===== config.mk =====
export PLATFORM = sky130hd
export DESIGN_NAME = memory_reader_flat
export DESIGN_NICKNAME = d
export VERILOG_FILES = /design/src/rtl/memory_reader_pkg.sv /design/src/rtl/memory_reader_if.sv /design/src/rtl/readout_skid_fifo.sv /design/src/rtl/memory_reader.sv /design/src/flat_wrapper.sv
export SDC_FILE = /design/constraint.sdc
export NUM_CORES = 1
export LEC_CHECK = 0
export ABC_AREA = 1
export CAP_MARGIN = 20
export CORE_ASPECT_RATIO = 0.7
export CORE_MARGIN = 2
export CORE_UTILIZATION = 55
export CTS_BUF_LIST = sky130_fd_sc_hd__clkbuf_16
export DETAILED_ROUTE_END_ITERATION = 12
export GPL_TIMING_DRIVEN = 0
export HOLD_SLACK_MARGIN = 0.12
export MAX_ROUTING_LAYER = met4
export PLACE_DENSITY_LB_ADDON = 0.25
export SYNTH_ARGS = -nofsm -noshare
export SYNTH_HDL_FRONTEND = slang
export SYNTH_SLANG_ARGS = --single-unit

===== constraint.sdc =====
create_clock -name clk -period 2.5 [get_ports clk]
set_input_delay 0.5 -clock clk [delete_from_list [all_inputs] [get_ports clk]]
set_output_delay 0.5 -clock clk [all_outputs]
set_load 0.005 [all_outputs]

===== src/rtl/memory_reader_pkg.sv =====
// memory_reader_pkg: shared widths, FSM state type and FIFO occupancy helper for memory_reader
package memory_reader_pkg;
  localparam int ADDR_WIDTH = 15;
  localparam int DATA_WIDTH = 9;
  localparam int FIFO_DEPTH = 4;
  localparam int CNT_W = $clog2(FIFO_DEPTH + 1);
  typedef enum logic [1:0] {IDLE, READ, DRAIN} state_t;
  function automatic logic [CNT_W:0] occupancy(input logic [CNT_W-1:0] cnt, input logic v1, v2, pop);
    return {1'b0, cnt} + (CNT_W+1)'(v1) + (CNT_W+1)'(v2) - (CNT_W+1)'(pop);
  endfunction
endpackage


===== src/rtl/memory_reader_if.sv =====
// memory_reader_if: control (start/start_addr/len/abort/busy/done), SRAM (ceb/web/a/q) and stream (dout/dout_vld/dout_rdy/dout_last) signals
interface memory_reader_if;
  import memory_reader_pkg::*;
  logic start;
  logic [ADDR_WIDTH-1:0] start_addr;
  logic [ADDR_WIDTH:0] len;
  logic abort;
  logic busy;
  logic done;
  logic ceb;
  logic web;
  logic [ADDR_WIDTH-1:0] a;
  logic [DATA_WIDTH-1:0] q;
  logic [DATA_WIDTH-1:0] dout;
  logic dout_vld;
  logic dout_rdy;
  logic dout_last;
  modport slave (
    input start, start_addr, len, abort, q, dout_rdy,
    output busy, done, ceb, web, a, dout, dout_vld, dout_last
  );
  modport master (
    output start, start_addr, len, abort, q, dout_rdy,
    input busy, done, ceb, web, a, dout, dout_vld, dout_last
  );
endinterface


===== src/rtl/readout_skid_fifo.sv =====
// readout_skid_fifo: first-word-fall-through FIFO with sync flush; ports clk/rst, flush, push/din, pop, dout/vld head, cnt occupancy
module readout_skid_fifo #(
  parameter int WIDTH = 10,
  parameter int DEPTH = 4,
  localparam int PW = $clog2(DEPTH),
  localparam int CW = $clog2(DEPTH + 1)
) (
  input  logic             clk,
  input  logic             rst,
  input  logic             flush,
  input  logic             push,
  input  logic [WIDTH-1:0] din,
  input  logic             pop,
  output logic [WIDTH-1:0] dout,
  output logic             vld,
  output logic [CW-1:0]    cnt
);
  logic [WIDTH-1:0] mem [DEPTH];
  logic [PW-1:0] wr, rd;
  logic do_pop;
  always_comb begin
    vld = cnt != '0;
    do_pop = pop && vld;
    dout = vld ? mem[rd] : '0;
  end
  always_ff @(posedge clk or posedge rst)
    if (rst) begin
      wr <= '0;
      rd <= '0;
      cnt <= '0;
    end else if (flush) begin
      wr <= '0;
      rd <= '0;
      cnt <= '0;
    end else begin
      wr <= wr + PW'(push);
      rd <= rd + PW'(do_pop);
      cnt <= cnt + CW'(push) - CW'(do_pop);
    end
  always_ff @(posedge clk)
    if (push && !flush) mem[wr] <= din;
endmodule


===== src/rtl/memory_reader.sv =====
// memory_reader: reads len SRAM words from start_addr (wrapping) onto a valid/ready stream; ports clk, rst, bus (memory_reader_if.slave)
module memory_reader
  import memory_reader_pkg::*;
(
  input logic            clk,
  input logic            rst,
  memory_reader_if.slave bus
);
  state_t state, state_nx;
  logic [ADDR_WIDTH-1:0] addr, a_q;
  logic [ADDR_WIDTH:0] remaining;
  logic v1, l1, v2, l2, ceb_q, done_q, zero_q;
  logic abort_act, pop, accept, issue, last_issue, drained;
  logic [CNT_W-1:0] cnt;
  logic [DATA_WIDTH:0] head;
  logic head_vld;
  always_comb begin
    abort_act = bus.abort && state != IDLE;
    pop = head_vld && bus.dout_rdy && !abort_act;
    accept = state == IDLE && bus.start && !bus.abort;
    last_issue = remaining == (ADDR_WIDTH+1)'(1);
    issue = state == READ && !abort_act && remaining != '0 && occupancy(cnt, v1, v2, pop) < (CNT_W+1)'(FIFO_DEPTH);
    drained = state == DRAIN && !v1 && !v2 && cnt == CNT_W'(1) && pop;
    state_nx = abort_act ? IDLE :
               accept && bus.len != '0 ? READ :
               issue && last_issue ? DRAIN :
               state == DRAIN && done_q ? IDLE : state;
  end
  always_ff @(posedge clk or posedge rst)
    if (rst) begin
      state <= IDLE;
      addr <= '0;
      remaining <= '0;
      a_q <= '0;
      ceb_q <= 1'b1;
      v1 <= 1'b0;
      l1 <= 1'b0;
      v2 <= 1'b0;
      l2 <= 1'b0;
      done_q <= 1'b0;
      zero_q <= 1'b0;
    end else begin
      state <= state_nx;
      ceb_q <= !issue;
      v1 <= issue;
      l1 <= issue && last_issue;
      v2 <= v1 && !abort_act;
      l2 <= l1;
      zero_q <= accept && bus.len == '0;
      done_q <= zero_q || drained;
      if (accept) begin
        addr <= bus.start_addr;
        remaining <= bus.len;
      end else if (issue) begin
        a_q <= addr;
        addr <= addr + ADDR_WIDTH'(1);
        remaining <= remaining - (ADDR_WIDTH+1)'(1);
      end
    end
  readout_skid_fifo #(.WIDTH(DATA_WIDTH + 1), .DEPTH(FIFO_DEPTH)) fifo (
    .clk(clk),
    .rst(rst),
    .flush(abort_act),
    .push(v2 && !abort_act),
    .din({l2, bus.q}),
    .pop(pop),
    .dout(head),
    .vld(head_vld),
    .cnt(cnt)
  );
  assign bus.ceb = ceb_q;
  assign bus.web = 1'b1;
  assign bus.a = a_q;
  assign bus.busy = state != IDLE;
  assign bus.done = done_q;
  assign bus.dout = head[DATA_WIDTH-1:0];
  assign bus.dout_last = head[DATA_WIDTH];
  assign bus.dout_vld = head_vld;
endmodule

===== src/flat_wrapper.sv =====
// flat-port wrapper written by rule: the top's interface ports become plain ports
module memory_reader_flat import memory_reader_pkg::*;
  (clk, rst, bus_start, bus_start_addr, bus_len, bus_abort, bus_q, bus_dout_rdy, bus_busy, bus_done, bus_ceb, bus_web, bus_a, bus_dout, bus_dout_vld, bus_dout_last);
  memory_reader_if bus_i ();
  input logic clk;
  input logic rst;
  input wire logic [$bits(bus_i.start)-1:0] bus_start;
  input wire logic [$bits(bus_i.start_addr)-1:0] bus_start_addr;
  input wire logic [$bits(bus_i.len)-1:0] bus_len;
  input wire logic [$bits(bus_i.abort)-1:0] bus_abort;
  input wire logic [$bits(bus_i.q)-1:0] bus_q;
  input wire logic [$bits(bus_i.dout_rdy)-1:0] bus_dout_rdy;
  output wire logic [$bits(bus_i.busy)-1:0] bus_busy;
  output wire logic [$bits(bus_i.done)-1:0] bus_done;
  output wire logic [$bits(bus_i.ceb)-1:0] bus_ceb;
  output wire logic [$bits(bus_i.web)-1:0] bus_web;
  output wire logic [$bits(bus_i.a)-1:0] bus_a;
  output wire logic [$bits(bus_i.dout)-1:0] bus_dout;
  output wire logic [$bits(bus_i.dout_vld)-1:0] bus_dout_vld;
  output wire logic [$bits(bus_i.dout_last)-1:0] bus_dout_last;
  assign bus_i.start = bus_start;
  assign bus_i.start_addr = bus_start_addr;
  assign bus_i.len = bus_len;
  assign bus_i.abort = bus_abort;
  assign bus_i.q = bus_q;
  assign bus_i.dout_rdy = bus_dout_rdy;
  assign bus_busy = bus_i.busy;
  assign bus_done = bus_i.done;
  assign bus_ceb = bus_i.ceb;
  assign bus_web = bus_i.web;
  assign bus_a = bus_i.a;
  assign bus_dout = bus_i.dout;
  assign bus_dout_vld = bus_i.dout_vld;
  assign bus_dout_last = bus_i.dout_last;
  memory_reader u_core (.clk(clk), .rst(rst), .bus(bus_i));
endmodule

; After elaboration in Yosys (flattened, before gate mapping)
; Memory sizes are Yosys's and may differ from the RTL's.
; Cells that the tools add are included.
[totals]
reg_bits = 62
mem_bits_rw = 40
in_bits = 45
output_inout_bits = 30
mem_count = 1
[classes]
n_addsub = 9
magnitude_cmp = 1
n_eq_ne = 4
n_mux = 14
n_bitwise = 1
reduce_logical = 35
[mem_list]
columns = name, depth, word_bits, read_ports, rd_clocked_by_memory_dff, wr, line_no
row1 = u_core.fifo.mem, 4, 10, 1, 0, 1, readout_skid_fifo.sv:18  ; logic [WIDTH-1:0] mem [DEPTH];
[ops]
columns = op, count
row1 = 2-to-1 mux 16 bit, 2
row2 = nonzero test 16 bit, 2
row3 = 2-to-1 mux 15 bit, 2
row4 = logical AND 1 bit, 20
row5 = "== test 16 x 1 -> 1 bit, second input constant", 1
row6 = logical NOT 16 bit, 1
row7 = "subtractor 16 x 1 -> 16 bit, second input constant", 1
row8 = "adder 15 x 1 -> 15 bit, second input constant", 1
row9 = 2-to-1 mux 2 bit, 6
row10 = 2-to-1 mux 10 bit, 1
row11 = logical NOT 1 bit, 5
row12 = adder 2 x 1 -> 2 bit, 2
row13 = adder 3 x 1 -> 4 bit, 1
row14 = adder 4 x 1 -> 4 bit, 1
row15 = "less-than comparator 4 x 3 -> 1 bit, second input constant", 1
row16 = nonzero test 2 bit, 2
row17 = nonzero test 4 bit, 1
row18 = subtractor 4 x 1 -> 4 bit, 1
row19 = adder 3 x 1 -> 3 bit, 1
row20 = "== test 3 x 1 -> 1 bit, second input constant", 1
row21 = 2-to-1 mux 3 bit, 1
row22 = nonzero test 3 bit, 1
row23 = subtractor 3 x 1 -> 3 bit, 1
row24 = "== test 2 x 1 -> 1 bit, second input constant", 1
row25 = 6 further kinds, 7

; Depth between registers and ports, before layout
[depth]
depth_word = 11
ltp_mapped = 20

; By module
; Synthesis repeated with hierarchy kept, for this count alone.
[hier_totals]
hier_cells = 729
area_unflattened_um2 = 5589.1
[modules_own_cells]
columns = mod, instances, cells_each, area_per_inst_um2, seq_area_each_um2
row1 = memory_reader, 1, 524, 3497.1, 1377.6
row2 = readout_skid_fifo, 1, 205, 2092.0, 1376.3

; Worst setup path after synthesis
; OpenSTA, ideal clock, no wires.
[synth_path]
path_kind = register -> register
startpoint = register u_core.state[0]
endpoint = memory u_core.fifo.mem[0][0] (enable)
setup_ns = 0.390
arrival_ns = 1.859
required_time_ns = 2.110
slack_ns = 0.252
stages_incl_launch_ff = 8
n_path_buf = 0
period_less_slack_ns = 2.248
cell_sequence = dfrtp_1 -> inv_1 -> nand2_1 -> nand2_1 -> clkinv_1 -> nor2_1 -> inv_1 -> nor3_1
[synth_via]
elab_chain_cells = 7
[synth_rtl]
columns = element, line_no
row1 = from (decl), memory_reader.sv:9  ; state_t state, state_nx;
row2 = from (signal assigned), memory_reader.sv:43  ; state <= state_nx;
row3 = nonzero test 2 bit *, --
row4 = via bus_busy, flat_wrapper.sv:13  ; output wire logic [$bits(bus_i.busy)-1:0] bus_busy;
row5 = logical AND 1 bit *, memory_reader.sv:18  ; abort_act = bus.abort && state != IDLE;
row6 = logical NOT 1 bit *, "readout_skid_fifo.sv:41, memory_reader.sv:64"
row7 = logical AND 1 bit, memory_reader.sv:64  ; .push(v2 && !abort_act),
row8 = logical AND 1 bit *, readout_skid_fifo.sv:41  ; if (push && !flush) mem[wr] <= din;
row9 = 2-to-1 mux 1 bit *, readout_skid_fifo.sv:41
row10 = 2-to-1 mux 1 bit (not written as such) *, readout_skid_fifo.sv:41
row11 = to (decl), readout_skid_fifo.sv:18
; The timed path passes the listed nets; every way through them passes the cells marked *.

; Final worst setup path
[layout_path]
startpoint = register u_core.fifo.rd[0]
endpoint = output port bus_dout[0]
[layout_via]
elab_chain_cells = 2
[layout_rtl]
columns = element, line_no
row1 = from (decl), readout_skid_fifo.sv:19  ; logic [PW-1:0] wr, rd;
row2 = from (signal assigned), readout_skid_fifo.sv:37  ; rd <= rd + PW'(do_pop);
row3 = memory (4 x 10 bit), --
row4 = 2-to-1 mux 10 bit, readout_skid_fifo.sv:24  ; dout = vld ? mem[rd] : '0;
row5 = to (decl), flat_wrapper.sv:18  ; output wire logic [$bits(bus_i.dout)-1:0] bus_dout;
; No other way between the ends.

==> results.md <==
- PD cells: 1110 nW/um^2
- CTS tree: yes
- DRT Pass-1 Iters: 7
- Total power: 7510 uW
- Die ar.: 10500 sq um
- Post-synthesis cell count: 670
- Dominant cells by area after synthesis: dfrtp_1 29%, edfxtp_1 23%, nand2_1 17%
- Hold Slack: 347 ps
- Worst VDD drop: 0.526 mV
- Clock Sink Count: 102
- Rel. slew slack: 56.2%
- PortBufs: 73
- Sequential share of the synthesized area: 52.0%
- Clock Skew: 12.6 ps
- Number of global-route vias before repair: 4432
- Startpoint Class: register
- Pleak: 0.00310 uW
- Reg2reg end: u_core.remaining[5]
- Max_cap viols: 0
- CTS Root Cell: clkbuf_16
- Setup WS post-layout: 38.5 ps
- Routed WL: 13.7 mm
- Clock latency on the worst-skew pair: 350 ps
- Row cnt: 29
- Fin. max-slew vios: 0
- Synth warn: 0
- # IOs: 75
- CTS Buf Count: 9
- FF-to-FF path depth: 19
- Post-route clock period utilization: 98.5%
- Clock Path Buffers: 2
- Fmax: 406 MHz
- Antenna diodes: 0
- Synth cell types: 32
- Fin nets: 822
- Die Ht: 86.1 um
- Worst reg2reg setup slack: 50 ps
- Crit end category: primary output
- Worst-path maximum fanout: 10
- Hold Crit Class: reg2reg
- Most frequent cells in the layout: 226 x nand2_1, 98 x nor2_1, 72 x clkdlybuf4s50_1
- Min Clock Period, post-route: 2460 ps
- Int Pwr: 4470 uW
- Vias: 4802
- Largest net degree at the start of global routing: 35
- CP arrival: 1960 ps
- Share of cells above drive strength 1: 9.86%
- Crit path capture: bus_dout[0]
- Synth Net Count: 726
- Clock power frac: 19.5%
- DRC errors left: 0
- First DRT Iteration DRCs: 435
- # H-tree levels: 3
- Setup WS pre-CTS: -580 ps
- CP top delay family: buffers and inverters
- DP HPWL: 9.47 mm
- Hold buffer count at CTS: 0
- Final Hold Violating Endpoints: 0
- Synth Register Bits: 102
- Leading cell type in the layout, fill and taps excluded: nand2_1
- Core region area: 9220 sq um
- First-pass GRT wire length: 21.5 mm
- Buffer and inverter count on the worst path: 3
- Switching part of the total: 40.5%
- Crit path cell chain: inv_1 > buf_2 > o21ai_0 > a21oi_1 > clkdlybuf4s50_1
- Initial antenna violation count: 0
- WL/cell: 15.3 um
- Crit path kind: reg2out
- CTS clk-pin slew, worst paths: 70 ps
- Slew @ Worst Pin: 656 ps
- Mapped cell area: 5300 sq um
- Critical-path top delay cell: clkdlybuf4s50_1
- Post-synth top area cell: dfrtp_1
- GPL Wtd Cong: 0.940
- Avg Inst Size Synth: 7.91 sq um
- Setup crit start: u_core.fifo.rd[0]
- Critical path depth: 5
- Overall Global Routing Usage: 27.3%
- Vias per cell: 5.37
- P&R area growth vs syn: 27.9%
- Synth top area share: 28.8%
- Die Wd: 121 um
- Status: finished clean
- Starting Density: 57.5%
- Sw power: 3040 uW
- CP peak stage delay: 530 ps
- Logic pwr share: 46.9%
- FF-to-FF Start: u_core.fifo.cnt[2]
- WP data required: 2000 ps
- Sequential power share: 33.6%
- Setup violations, final: 0
- Finished Core Util: 73.6%
- Routed Antenna Nets: 0
- Total gr overflow: 0
-- state kept, by name (all words and copies together), names as in the netlist, 2 cells and up --
signal,cells
u_core.addr,15
u_core.bus.a,15
u_core.fifo.cnt,3
u_core.fifo.mem,40
u_core.fifo.rd,2
u_core.fifo.wr,2
u_core.remaining,16
u_core.state,2
-- power groups by stage --
stage,Sequential [uW],Clock [uW],Combinational (uW)
detailed placement,2520,0,3130
global placement,2500,0,3000
CTS,2500,1460,3230
global route,2580,1540,3940
floorplan,2440,0,2020
finish,2530,1460,3520
-- timing repair --
| action | CTS | global route |
|---|---|---|
| pin swaps | 2 | 9 |
| endpoints found under the setup margin | 97 | 96 |
| buffers inserted | 2 | 9 |
| resized for setup | 19 | 31 |
-- synth_stat cells (all sizes together) --
cell / n
a21o: 1
a21oi: 13
and2: 1
buf: 10
clkbuf: 14
clkinv: 4
conb: 1
dfrtp: 61
dfstp: 1
edfxtp: 40
fa: 1
ha: 10
inv: 49
nand2: 236
nand3: 51
nand3b: 3
nand4: 4
nor2: 104
nor3: 5
o21ai: 45
o21bai: 1
xnor2: 6
xor2: 9
-- worst min path at each step --
stage,end,cells past startpoint,slack (ps),startpoint
final,u_core.l2,0,350,u_core.l1
after global routing,u_core.l2,0,360,u_core.l1
after CTS,u_core.l2,0,350,u_core.l1
after detailed placement,u_core.l2,0,340,u_core.l1
after global placement,u_core.l2,0,330,u_core.l1
after floorplan,u_core.l2,0,330,u_core.l1
-- final cells by class --
cell class	instances	area [sq um]
timing repair buffer	85	870
fill	697	2440
clock buffer	9	225
sequential	102	2760
tap	124	155
buffer	24	163
clock inverter	7	90.1
multi-input combinational	491	2320
inverter	53	203
-- stage by stage --
stage               setup TNS, ps  cells  area (sq um)
floorplan                       0    670          5300
global placement           -98060    867          6190
detailed placement         -42150    868          6230
CTS                         -2760    886          6590
global route                -4230    895          6780
finish                          0    895          6780
-- per-layer routing --
| metal | share of wire (%) | vias up | global-route usage, % |
|---|---|---|---|
| li1 | - | 2329 | - |
| met1 | 45 | 2239 | 38.8 |
| met2 | 47 | 218 | 41.6 |
| met3 | 7.5 | 16 | 5.39 |
| met4 | 1.1 | 0 | 4.91 |
| met5 | 0 | - | - |
-- cells by family after synthesis --
family,synth area share (%)
simple gates,30.9
flops,52.0
buf+inv,6.09
compound gates,5.76
xor+xnor,2.48
fa+ha+maj,2.74
other cells,0.0708
Power figures use the tool's default switching activity.
